==> config.mk <==
export PLATFORM = sky130hd
export DESIGN_NAME = m3_key_conditioner_flat
export DESIGN_NICKNAME = d
export VERILOG_FILES = /design/src/rtl/m3_key_conditioner_if.sv /design/src/rtl/m3_key_conditioner.sv /design/src/flat_wrapper.sv
export SDC_FILE = /design/constraint.sdc
export NUM_CORES = 1
export LEC_CHECK = 0
export CORE_MARGIN = 2
export CORE_UTILIZATION = 50
export DETAILED_ROUTE_END_ITERATION = 12
export GPL_ROUTABILITY_DRIVEN = 0
export HOLD_SLACK_MARGIN = 0.05
export PLACE_DENSITY_LB_ADDON = 0.2
export SYNTH_ARGS = -nofsm -noshare
export SYNTH_HDL_FRONTEND = slang
export SYNTH_SLANG_ARGS = --single-unit
==> constraint.sdc <==
create_clock -name clkI -period 5.6 [get_ports clkI]
set_input_delay 1.12 -clock clkI [delete_from_list [all_inputs] [get_ports clkI]]
set_output_delay 1.12 -clock clkI [all_outputs]
set_load 0.005 [all_outputs]
==> src/rtl/m3_key_conditioner_if.sv <==
// Key bundle between the board pins and the key conditioner: the seven raw
// push-button/switch inputs and the conditioned pulses/levels.
interface m3_key_conditioner_if;
    logic m3startI;
    logic m3forceStopI;
    logic m3invRotateI;
    logic m3freqINCi;
    logic m3freqDECi;
    logic m3powerINCi;
    logic m3powerDECi;

    logic m3startPo;
    logic m3forceStopO;
    logic m3invRotateO;
    logic m3freqINCpo;
    logic m3freqDECpo;
    logic m3powerINCpo;
    logic m3powerDECpo;

    // Board side: drives the raw keys and observes the conditioned outputs.
    modport master (
        output m3startI, m3forceStopI, m3invRotateI,
        output m3freqINCi, m3freqDECi, m3powerINCi, m3powerDECi,
        input  m3startPo, m3forceStopO, m3invRotateO,
        input  m3freqINCpo, m3freqDECpo, m3powerINCpo, m3powerDECpo
    );

    // Conditioner side: samples the raw keys and produces the conditioned outputs.
    modport slave (
        input  m3startI, m3forceStopI, m3invRotateI,
        input  m3freqINCi, m3freqDECi, m3powerINCi, m3powerDECi,
        output m3startPo, m3forceStopO, m3invRotateO,
        output m3freqINCpo, m3freqDECpo, m3powerINCpo, m3powerDECpo
    );
endinterface

==> src/rtl/m3_key_conditioner.sv <==
// m3_key_conditioner: synchronises and debounces the seven motor-control keys,
// turns start and the INC/DEC keys into single-cycle command pulses (INC/DEC
// auto-repeat while held, with INC/DEC pair conflicts blocked) and presents
// forceStop/invRotate as clean levels.
module m3_key_conditioner #(
    parameter int TICK_DIV     = 1000,
    parameter int DEB_TICKS    = 10,
    parameter int REPEAT_DELAY = 500,
    parameter int REPEAT_RATE  = 100,
    parameter bit ACTIVE_LOW   = 1'b0
) (
    input  logic                clkI,
    input  logic                nRstI,
    m3_key_conditioner_if.slave keys
);
    localparam int NKEY    = 7;
    localparam int NREP    = 4;
    localparam int DIV_W   = $clog2(TICK_DIV);
    localparam int DEB_W   = $clog2(DEB_TICKS + 1);
    localparam int REP_MAX = (REPEAT_DELAY > REPEAT_RATE) ? REPEAT_DELAY : REPEAT_RATE;
    localparam int REP_W   = $clog2(REP_MAX + 1);

    // Key positions inside the packed key vectors.
    localparam int K_START = 0;
    localparam int K_FSTOP = 1;
    localparam int K_INV   = 2;

    typedef enum logic [1:0] {
        REP_IDLE,
        REP_DELAY,
        REP_RATE,
        REP_BLOCK
    } repState_t;

    logic [NKEY-1:0]  rawVec;
    logic [NKEY-1:0]  sync1_q;
    logic [NKEY-1:0]  sync2_q;
    logic [NKEY-1:0]  stable_q;
    logic [NKEY-1:0]  stable_d;
    logic [DEB_W-1:0] debCnt_q [NKEY];
    logic [DEB_W-1:0] debCnt_d [NKEY];

    logic [DIV_W-1:0] divCnt_q;
    logic [DIV_W-1:0] divCnt_d;
    logic             tick;

    logic             startPrev_q;
    logic             startPo_q;
    logic             forceStop_q;
    logic             invRotate_q;

    repState_t        repState_q [NREP];
    repState_t        repState_d [NREP];
    logic [REP_W-1:0] repCnt_q   [NREP];
    logic [REP_W-1:0] repCnt_d   [NREP];
    logic [NREP-1:0]  pulse_q;
    logic [NREP-1:0]  pulse_d;
    logic [NREP-1:0]  repOwn;
    logic [NREP-1:0]  repPartner;

    assign rawVec = {keys.m3powerDECi, keys.m3powerINCi, keys.m3freqDECi, keys.m3freqINCi,
                     keys.m3invRotateI, keys.m3forceStopI, keys.m3startI};

    // Repeat channels 0..3 are freqINC, freqDEC, powerINC, powerDEC; each one's
    // partner is the opposite key of the same pair.
    assign repOwn     = stable_q[6:3];
    assign repPartner = {stable_q[5], stable_q[6], stable_q[3], stable_q[4]};

    // Two-flop synchroniser; active-low boards are normalised to active-high here.
    always_ff @(posedge clkI) begin
        if (!nRstI) begin
            sync1_q <= '0;
            sync2_q <= '0;
        end else begin
            sync1_q <= rawVec ^ {NKEY{ACTIVE_LOW}};
            sync2_q <= sync1_q;
        end
    end

    assign tick     = (divCnt_q == DIV_W'(TICK_DIV - 1));
    assign divCnt_d = tick ? '0 : divCnt_q + DIV_W'(1);

    // Free-running tick divider shared by debounce and auto-repeat timing.
    always_ff @(posedge clkI) begin
        if (!nRstI) begin
            divCnt_q <= '0;
        end else begin
            divCnt_q <= divCnt_d;
        end
    end

    // A key's stable state flips only after DEB_TICKS consecutive disagreeing ticks.
    always_comb begin
        stable_d = stable_q;
        for (int k = 0; k < NKEY; k++) begin
            debCnt_d[k] = debCnt_q[k];
            if (tick) begin
                if (sync2_q[k] != stable_q[k]) begin
                    if (debCnt_q[k] == DEB_W'(DEB_TICKS - 1)) begin
                        stable_d[k] = sync2_q[k];
                        debCnt_d[k] = '0;
                    end else begin
                        debCnt_d[k] = debCnt_q[k] + DEB_W'(1);
                    end
                end else begin
                    debCnt_d[k] = '0;
                end
            end
        end
    end

    // Debounce state registers; a reset mid-press leaves the key released.
    always_ff @(posedge clkI) begin
        if (!nRstI) begin
            stable_q <= '0;
            for (int k = 0; k < NKEY; k++) begin
                debCnt_q[k] <= '0;
            end
        end else begin
            stable_q <= stable_d;
            for (int k = 0; k < NKEY; k++) begin
                debCnt_q[k] <= debCnt_d[k];
            end
        end
    end

    // Start edge pulse (suppressed while forceStop is stable high) and the two level outputs.
    always_ff @(posedge clkI) begin
        if (!nRstI) begin
            startPrev_q <= 1'b0;
            startPo_q   <= 1'b0;
            forceStop_q <= 1'b0;
            invRotate_q <= 1'b0;
        end else begin
            startPrev_q <= stable_q[K_START];
            startPo_q   <= stable_q[K_START] & ~startPrev_q & ~stable_q[K_FSTOP];
            forceStop_q <= stable_q[K_FSTOP];
            invRotate_q <= stable_q[K_INV];
        end
    end

    // Per-key repeat FSM: first pulse on press, then delayed and periodic repeats;
    // the limit compare runs on the registered count so each repeat lands a whole
    // number of tick periods after the previous pulse.
    always_comb begin
        for (int j = 0; j < NREP; j++) begin
            repState_d[j] = repState_q[j];
            repCnt_d[j]   = repCnt_q[j];
            pulse_d[j]    = 1'b0;
            case (repState_q[j])
                REP_IDLE: begin
                    if (repOwn[j] && repPartner[j]) begin
                        repState_d[j] = REP_BLOCK;
                    end else if (repOwn[j]) begin
                        pulse_d[j]    = 1'b1;
                        repState_d[j] = REP_DELAY;
                        repCnt_d[j]   = '0;
                    end
                end
                REP_DELAY: begin
                    if (!repOwn[j]) begin
                        repState_d[j] = REP_IDLE;
                        repCnt_d[j]   = '0;
                    end else if (repPartner[j]) begin
                        repState_d[j] = REP_BLOCK;
                        repCnt_d[j]   = '0;
                    end else if (repCnt_q[j] == REP_W'(REPEAT_DELAY)) begin
                        pulse_d[j]    = 1'b1;
                        repState_d[j] = REP_RATE;
                        repCnt_d[j]   = '0;
                    end else if (tick) begin
                        repCnt_d[j] = repCnt_q[j] + REP_W'(1);
                    end
                end
                REP_RATE: begin
                    if (!repOwn[j]) begin
                        repState_d[j] = REP_IDLE;
                        repCnt_d[j]   = '0;
                    end else if (repPartner[j]) begin
                        repState_d[j] = REP_BLOCK;
                        repCnt_d[j]   = '0;
                    end else if (repCnt_q[j] == REP_W'(REPEAT_RATE)) begin
                        pulse_d[j]  = 1'b1;
                        repCnt_d[j] = '0;
                    end else if (tick) begin
                        repCnt_d[j] = repCnt_q[j] + REP_W'(1);
                    end
                end
                REP_BLOCK: begin
                    if (!repOwn[j]) begin
                        repState_d[j] = REP_IDLE;
                        repCnt_d[j]   = '0;
                    end else if (!repPartner[j]) begin
                        repState_d[j] = REP_DELAY;
                        repCnt_d[j]   = '0;
                    end
                end
                default: begin
                    repState_d[j] = REP_IDLE;
                    repCnt_d[j]   = '0;
                end
            endcase
        end
    end

    // Repeat FSM state, counters and registered pulse strobes.
    always_ff @(posedge clkI) begin
        if (!nRstI) begin
            pulse_q <= '0;
            for (int j = 0; j < NREP; j++) begin
                repState_q[j] <= REP_IDLE;
                repCnt_q[j]   <= '0;
            end
        end else begin
            pulse_q <= pulse_d;
            for (int j = 0; j < NREP; j++) begin
                repState_q[j] <= repState_d[j];
                repCnt_q[j]   <= repCnt_d[j];
            end
        end
    end

    assign keys.m3startPo    = startPo_q;
    assign keys.m3forceStopO = forceStop_q;
    assign keys.m3invRotateO = invRotate_q;
    assign keys.m3freqINCpo  = pulse_q[0];
    assign keys.m3freqDECpo  = pulse_q[1];
    assign keys.m3powerINCpo = pulse_q[2];
    assign keys.m3powerDECpo = pulse_q[3];
endmodule
==> src/flat_wrapper.sv <==
// flat-port wrapper written by rule: the top's interface ports become plain ports
module m3_key_conditioner_flat 
#(
    parameter int TICK_DIV     = 1000,
    parameter int DEB_TICKS    = 10,
    parameter int REPEAT_DELAY = 500,
    parameter int REPEAT_RATE  = 100,
    parameter bit ACTIVE_LOW   = 1'b0
)
  (clkI, nRstI, keys_m3startI, keys_m3forceStopI, keys_m3invRotateI, keys_m3freqINCi, keys_m3freqDECi, keys_m3powerINCi, keys_m3powerDECi, keys_m3startPo, keys_m3forceStopO, keys_m3invRotateO, keys_m3freqINCpo, keys_m3freqDECpo, keys_m3powerINCpo, keys_m3powerDECpo);
  m3_key_conditioner_if keys_i ();
  input  logic clkI;
  input  logic nRstI;
  input wire logic [$bits(keys_i.m3startI)-1:0] keys_m3startI;
  input wire logic [$bits(keys_i.m3forceStopI)-1:0] keys_m3forceStopI;
  input wire logic [$bits(keys_i.m3invRotateI)-1:0] keys_m3invRotateI;
  input wire logic [$bits(keys_i.m3freqINCi)-1:0] keys_m3freqINCi;
  input wire logic [$bits(keys_i.m3freqDECi)-1:0] keys_m3freqDECi;
  input wire logic [$bits(keys_i.m3powerINCi)-1:0] keys_m3powerINCi;
  input wire logic [$bits(keys_i.m3powerDECi)-1:0] keys_m3powerDECi;
  output wire logic [$bits(keys_i.m3startPo)-1:0] keys_m3startPo;
  output wire logic [$bits(keys_i.m3forceStopO)-1:0] keys_m3forceStopO;
  output wire logic [$bits(keys_i.m3invRotateO)-1:0] keys_m3invRotateO;
  output wire logic [$bits(keys_i.m3freqINCpo)-1:0] keys_m3freqINCpo;
  output wire logic [$bits(keys_i.m3freqDECpo)-1:0] keys_m3freqDECpo;
  output wire logic [$bits(keys_i.m3powerINCpo)-1:0] keys_m3powerINCpo;
  output wire logic [$bits(keys_i.m3powerDECpo)-1:0] keys_m3powerDECpo;
  assign keys_i.m3startI = keys_m3startI;
  assign keys_i.m3forceStopI = keys_m3forceStopI;
  assign keys_i.m3invRotateI = keys_m3invRotateI;
  assign keys_i.m3freqINCi = keys_m3freqINCi;
  assign keys_i.m3freqDECi = keys_m3freqDECi;
  assign keys_i.m3powerINCi = keys_m3powerINCi;
  assign keys_i.m3powerDECi = keys_m3powerDECi;
  assign keys_m3startPo = keys_i.m3startPo;
  assign keys_m3forceStopO = keys_i.m3forceStopO;
  assign keys_m3invRotateO = keys_i.m3invRotateO;
  assign keys_m3freqINCpo = keys_i.m3freqINCpo;
  assign keys_m3freqDECpo = keys_i.m3freqDECpo;
  assign keys_m3powerINCpo = keys_i.m3powerINCpo;
  assign keys_m3powerDECpo = keys_i.m3powerDECpo;
  m3_key_conditioner #(.TICK_DIV(TICK_DIV), .DEB_TICKS(DEB_TICKS), .REPEAT_DELAY(REPEAT_DELAY), .REPEAT_RATE(REPEAT_RATE), .ACTIVE_LOW(ACTIVE_LOW)) u_core (.clkI(clkI), .nRstI(nRstI), .keys(keys_i));
endmodule
* After elaboration in Yosys (flattened, before gate mapping)
Memory sizes are Yosys's and may differ from the RTL's. Cells that the tools add are included.
Storage, ports and cells: register bits after elaboration 39, RAM bits 72, input bits 9, output and inout port bits 7, word-level logic and storage cells 261, memories 3
Memories:
- u_core.repCnt_q | words 4, width 9, rd ports 4, clocked after memory_dff 0, write ports 4, RTL line m3_key_conditioner.sv:54 | logic [REP_W-1:0] repCnt_q [NREP];
- u_core.debCnt_q | words 7, width 4, rd ports 7, clocked after memory_dff 0, write ports 7, RTL line m3_key_conditioner.sv:40 | logic [DEB_W-1:0] debCnt_q [NKEY];
- u_core.repState_q | words 4, width 2, rd ports 4, clocked after memory_dff 0, write ports 4, RTL line m3_key_conditioner.sv:52 | repState_t repState_q [NREP];
Cells by class: $add $sub $neg 12, equality and inequality tests 35, multiplexer cells 162, bitwise operators 20, reductions and logical operators 14
Operator list (count):
- $mux W9 | 48
- $pmux W9 S4 | 4
- $mux W4 | 28
- $mux W2 | 40
- $add A9 B1 Y9 const B | 4
- $eq A9 B7 Y1 const B | 4
- $eq A9 B9 Y1 const B | 4
- $mux W1 | 34
- $pmux W2 S4 | 4
- $add A4 B1 Y4 const B | 7
- $eq A4 B4 Y1 const B | 7
- $reduce_and A3 Y1 | 7
- $eq A2 B2 Y1 const B | 8
- $or A1 B1 Y1 | 15
- $pmux W1 S3 | 4
- $add A10 B1 Y10 const B | 1
- $eq A10 B10 Y1 const B | 1
- $eq A2 B1 Y1 const B | 4
- $logic_not A2 Y1 | 4
- $ne A1 B1 Y1 | 7
- $not A1 Y1 | 3
- $and A1 B1 Y1 | 2
- $logic_and A1 B1 Y1 | 2
- $reduce_or A2 Y1 | 1

* Depth between registers and ports, before layout
depth after elaboration 7, gate-level depth with buffers 8, mapped depth without buffers 7

* Least setup slack after synthesis
OpenSTA, ideal clock, no wires.
path kind input -> register, from in nRstI, to mem u_core.repCnt_q[3][6] (netlist name), library setup time 0.074 ns, arrival 2.157 ns, data required time 5.526 ns, slack 3.369 ns, stages 5, buffers on the path 1, cells stage by stage inv_1 -> a211oi_1 -> clkbuf_1 -> o21ai_0 -> a31oi_1
RTL lines:
- start, declared | RTL line flat_wrapper.sv:13 | input logic nRstI;
- end, declared | RTL line m3_key_conditioner.sv:54

==> results.md <==
- Outcome: finished clean
- Skew final: between 0.004 and 0.005 ns
- Antenna-violating nets left: 0
- Synth Flop Type: dfxtp_1
- Cell leakage power: ~2.3 nW
- Clock tree buffer depth: 2
- Worst Setup Start Kind: input port
- Cts hold-fix bufs: 0
- Placement Rows: 39
- Tcrit/Tclk final: between 50% and 60%
- Vias per cell: between 5 and 6
- Die area: approximately 13000 µm²
- Clk slew on worst S/H paths: 0.07 ns
- Post-synth top area share: ~38%
- CTS H-tree depth: 3
- Synth area leaders: dfxtp_1 (38%), ha_1 (9.1%), nand3_1 (4.7%)
- Synth warn: 0
- Internal power component: between 0.001 and 0.0015 W
- Final Util: ~56%
- CTS Buf Count: 9
- Critical path required time: a little under 6 ns
- Setup Fix Bufs, Post-CTS: 0
- Ant. Diodes: 0
- Placed Cells incl. Taps: around 850
- FF-to-FF Start: u_core.divCnt_q[0]$_SDFF_PP0_
- Hold Startpoint: u_core.startPrev_q$_SDFF_PN0_
- Reg2reg end: u_core.repCnt_q[2][4]$_SDFFE_PN0P_
- Worst-margin pin slew: between 1 and 1.5 ns
- Cells on worst reg2reg path: 7
- CTS sink cnt: roughly 110
- Hold-critical path depth: 1
- Vias: about 5000
- CP Capture Type: flip-flop
- Switching power: between 0.0003 and 0.0004 W
- Switching part of the total: around a quarter
- Max VDD drop: 275.3 µV
- Vias in the first global route: 4690
- Pwr dens: 245.6 nW/µm²
- CP arrival: approximately 3.6 ns
- Post-synth top area cell: dfxtp_1
- First-pass GRT wire length: 20690 µm
- CTS tree: done
- Post-cts sizing count: 0
- Yosys reg bits: roughly 110
- Final hold viol count: 0
- Initial antenna violation count: 0
- Area grow syn2layout: 9.370%
- Clock Latency Late Sink: between 0.3 and 0.4 ns
- Period minus WS final: about 3.3 ns
- Commonest cells after routing, fill and taps aside: dfxtp_1 (111), nor2_1 (61), nand2_1 (57), nand3_1 (55), a21oi_1 (46)
- I/O Pins: 16
- Drt first pass iters: 5
- Clock power share: roughly 43%
- Critical path class: in2reg
- Initial drt markers: 241
- Most common cell after layout, fill and taps aside: dfxtp_1
- R2R setup slack: 2.92 ns
- Max Cap Violations: 0
- Remaining routing DRC violations: 0
- Port Buf Inserts: 15
- Core area: around 11000 µm²
- Aggregate routed wire length: ~12000 µm
- Chip Height: about 110 µm
- Share of flip-flops with an asynchronous set or reset: 0%
- Max Slew Vio Count: 0
- Share of cells above drive strength 1: 4.294%
- Seq/Total Area, Yosys: between 30 and 40%
- Post-Syn Area: about 5900 µm²
- Final non-filler cell total: ~870
- Final setup violation count: 0
- Power share of the combinational group: a little over 6%
- Clk root buf: clkbuf_16
- DP Wirelength: approximately 8000 µm
- Post-synth EDFFs: 0
- Nets: roughly 770
- Die width: 112.8 µm
- Slew margin rel.: around 18%
- Flop pwr share: about half
- Gr ovfl total: 0
- Initial core utilization: between 50% and 60%
- CP Max Fanout: 41
- Cells after synthesis: between 700 and 800
- Mean area per synthesized cell: 8.262 µm²
- Syn Nets: 768
- RSZ-0062 raised after global routing: false
- Pin count of the biggest net entering global routing: 75
- Hold Path Sink: u_core.keys.m3startPo$_SDFF_PN0_
- Tot GR Track Use: between 10% and 20%
- Worst Hold Class: reg2reg
- WL/cell: around 14 µm
- Distinct cells, synth: 61
- Setup TNS: 0 ns
- Achievable Freq: 306.4 MHz
[registers in the layout (all words and copies together), names as in the netlist]
register	count
u_core.repState_q	8
u_core.divCnt_q	10
u_core.pulse_q	4
u_core.sync2_q	7
u_core.stable_q	7
u_core.startPrev_q	1
u_core.keys.m3startPo	1
u_core.debCnt_q	28
u_core.repCnt_q	36
u_core.sync1_q	7
u_core.keys.m3forceStopO	1
u_core.keys.m3invRotateO	1
[logic make-up (layout without fill, tap and decap cells)]
| kind of cell | after synthesis | in the layout | synth area share, % |
|---|---|---|---|
| AO/OA/AOI/OAI | 151 | 151 | 16.20 |
| buffers and inverters | 69 | 75 | 4.653 |
| adder cells (fa/ha/maj) | 43 | 43 | 9.095 |
| multiplexers | 11 | 11 | 1.861 |
| XOR/XNOR | 15 | 15 | 2.221 |
| flip-flops | 111 | 111 | 37.56 |
| AND/OR/NAND/NOR | 316 | 316 | 28.41 |
[worst max-delay path: stages]
cell and delay [ns]:
clkdlybuf4s50_1 0.48, buf_4 0.38, nand3_1 0.13, a21oi_1 0.96
o21ai_0 0.25, a31oi_1 0.21
[power by group through the flow]
stage / registers (W) / clock network (W) / logic, W
2_1_floorplan: 0.000823 / 0 / 0.0000726
3_3_place_gp: 0.000824 / 0 / 0.0000953
3_5_place_dp: 0.000824 / 0 / 0.0000976
4_1_cts: 0.000806 / 0.000707 / 0.0000981
5_1_grt: 0.000807 / 0.000734 / 0.000110
6_report: 0.000806 / 0.000685 / 0.0000981
[worst max-delay path by stage]
stage	from	to	slack [ns]	depth (start not counted)
2_1_floorplan	nRstI	u_core.repCnt_q[3][6]$_SDFFE_PN0P_	3.37	5
3_3_place_gp	nRstI	u_core.repCnt_q[0][3]$_SDFFE_PN0P_	2.14	6
3_5_place_dp	nRstI	u_core.repCnt_q[0][4]$_SDFFE_PN0P_	1.98	6
4_1_cts	nRstI	u_core.repCnt_q[0][4]$_SDFFE_PN0P_	2.36	6
5_1_grt	nRstI	u_core.repCnt_q[0][3]$_SDFFE_PN0P_	2.03	6
6_report	nRstI	u_core.repCnt_q[0][4]$_SDFFE_PN0P_	2.34	6
[synthesized netlist by cell type (all sizes together) (4+ instances only)]
| cell | count |
|---|---|
| dfxtp | 111 |
| nor2 | 61 |
| nand2 | 57 |
| nand3 | 55 |
| a21oi | 46 |
| ha | 43 |
| inv | 40 |
| o21ai | 31 |
| a31oi | 25 |
| and2 | 23 |
| nor3 | 23 |
| clkbuf | 22 |
| nor4 | 15 |
| nand3b | 12 |
| o31ai | 12 |
| mux2i | 11 |
| and3 | 10 |
| nand4 | 10 |
| or3 | 10 |
| xor2 | 10 |
| or4 | 9 |
| nand2b | 8 |
| a211oi | 7 |
| buf | 7 |
| a41oi | 5 |
| nor2b | 5 |
| xnor2 | 5 |
| a211o | 4 |
| nand4b | 4 |
[stage by stage]
| step | setup WS [ns] | total power [W] | hold slack, ns | instance area (µm²) |
|---|---|---|---|---|
| 2_1_floorplan | 3.369 | 0.0008954 | 0.3721 | 5916 |
| 3_3_place_gp | 2.141 | 0.0009192 | 0.3808 | 6155 |
| 3_5_place_dp | 1.977 | 0.0009220 | 0.3806 | 6155 |
| 4_1_cts | 2.360 | 0.001611 | 0.3913 | 6470 |
| 5_1_grt | 2.031 | 0.001650 | 0.3963 | 6470 |
| 6_report | 2.336 | 0.001589 | 0.3916 | 6470 |
[area by class of cell]
cell class,instances,area (µm²)
tap,143,178.9
timing repair buffer,19,180.2
fill,1022,4997
clock inverter,4,58.81
clock buffer,12,256.5
sequential,111,2222
inverter,40,150.1
multi-input combinational,536,3423
[layer usage]
layer | wire length [µm] | global-route usage [%] | share of wire [%]
met3 | 497 | 4.821 | 4.1
met2 | 5658 | 33.05 | 47
met4 | 217 | 7.561 | 1.8
met1 | 5708 | 24.23 | 47
met5 | 0 | 0 | 0
(Power assumes the default switching activity.)
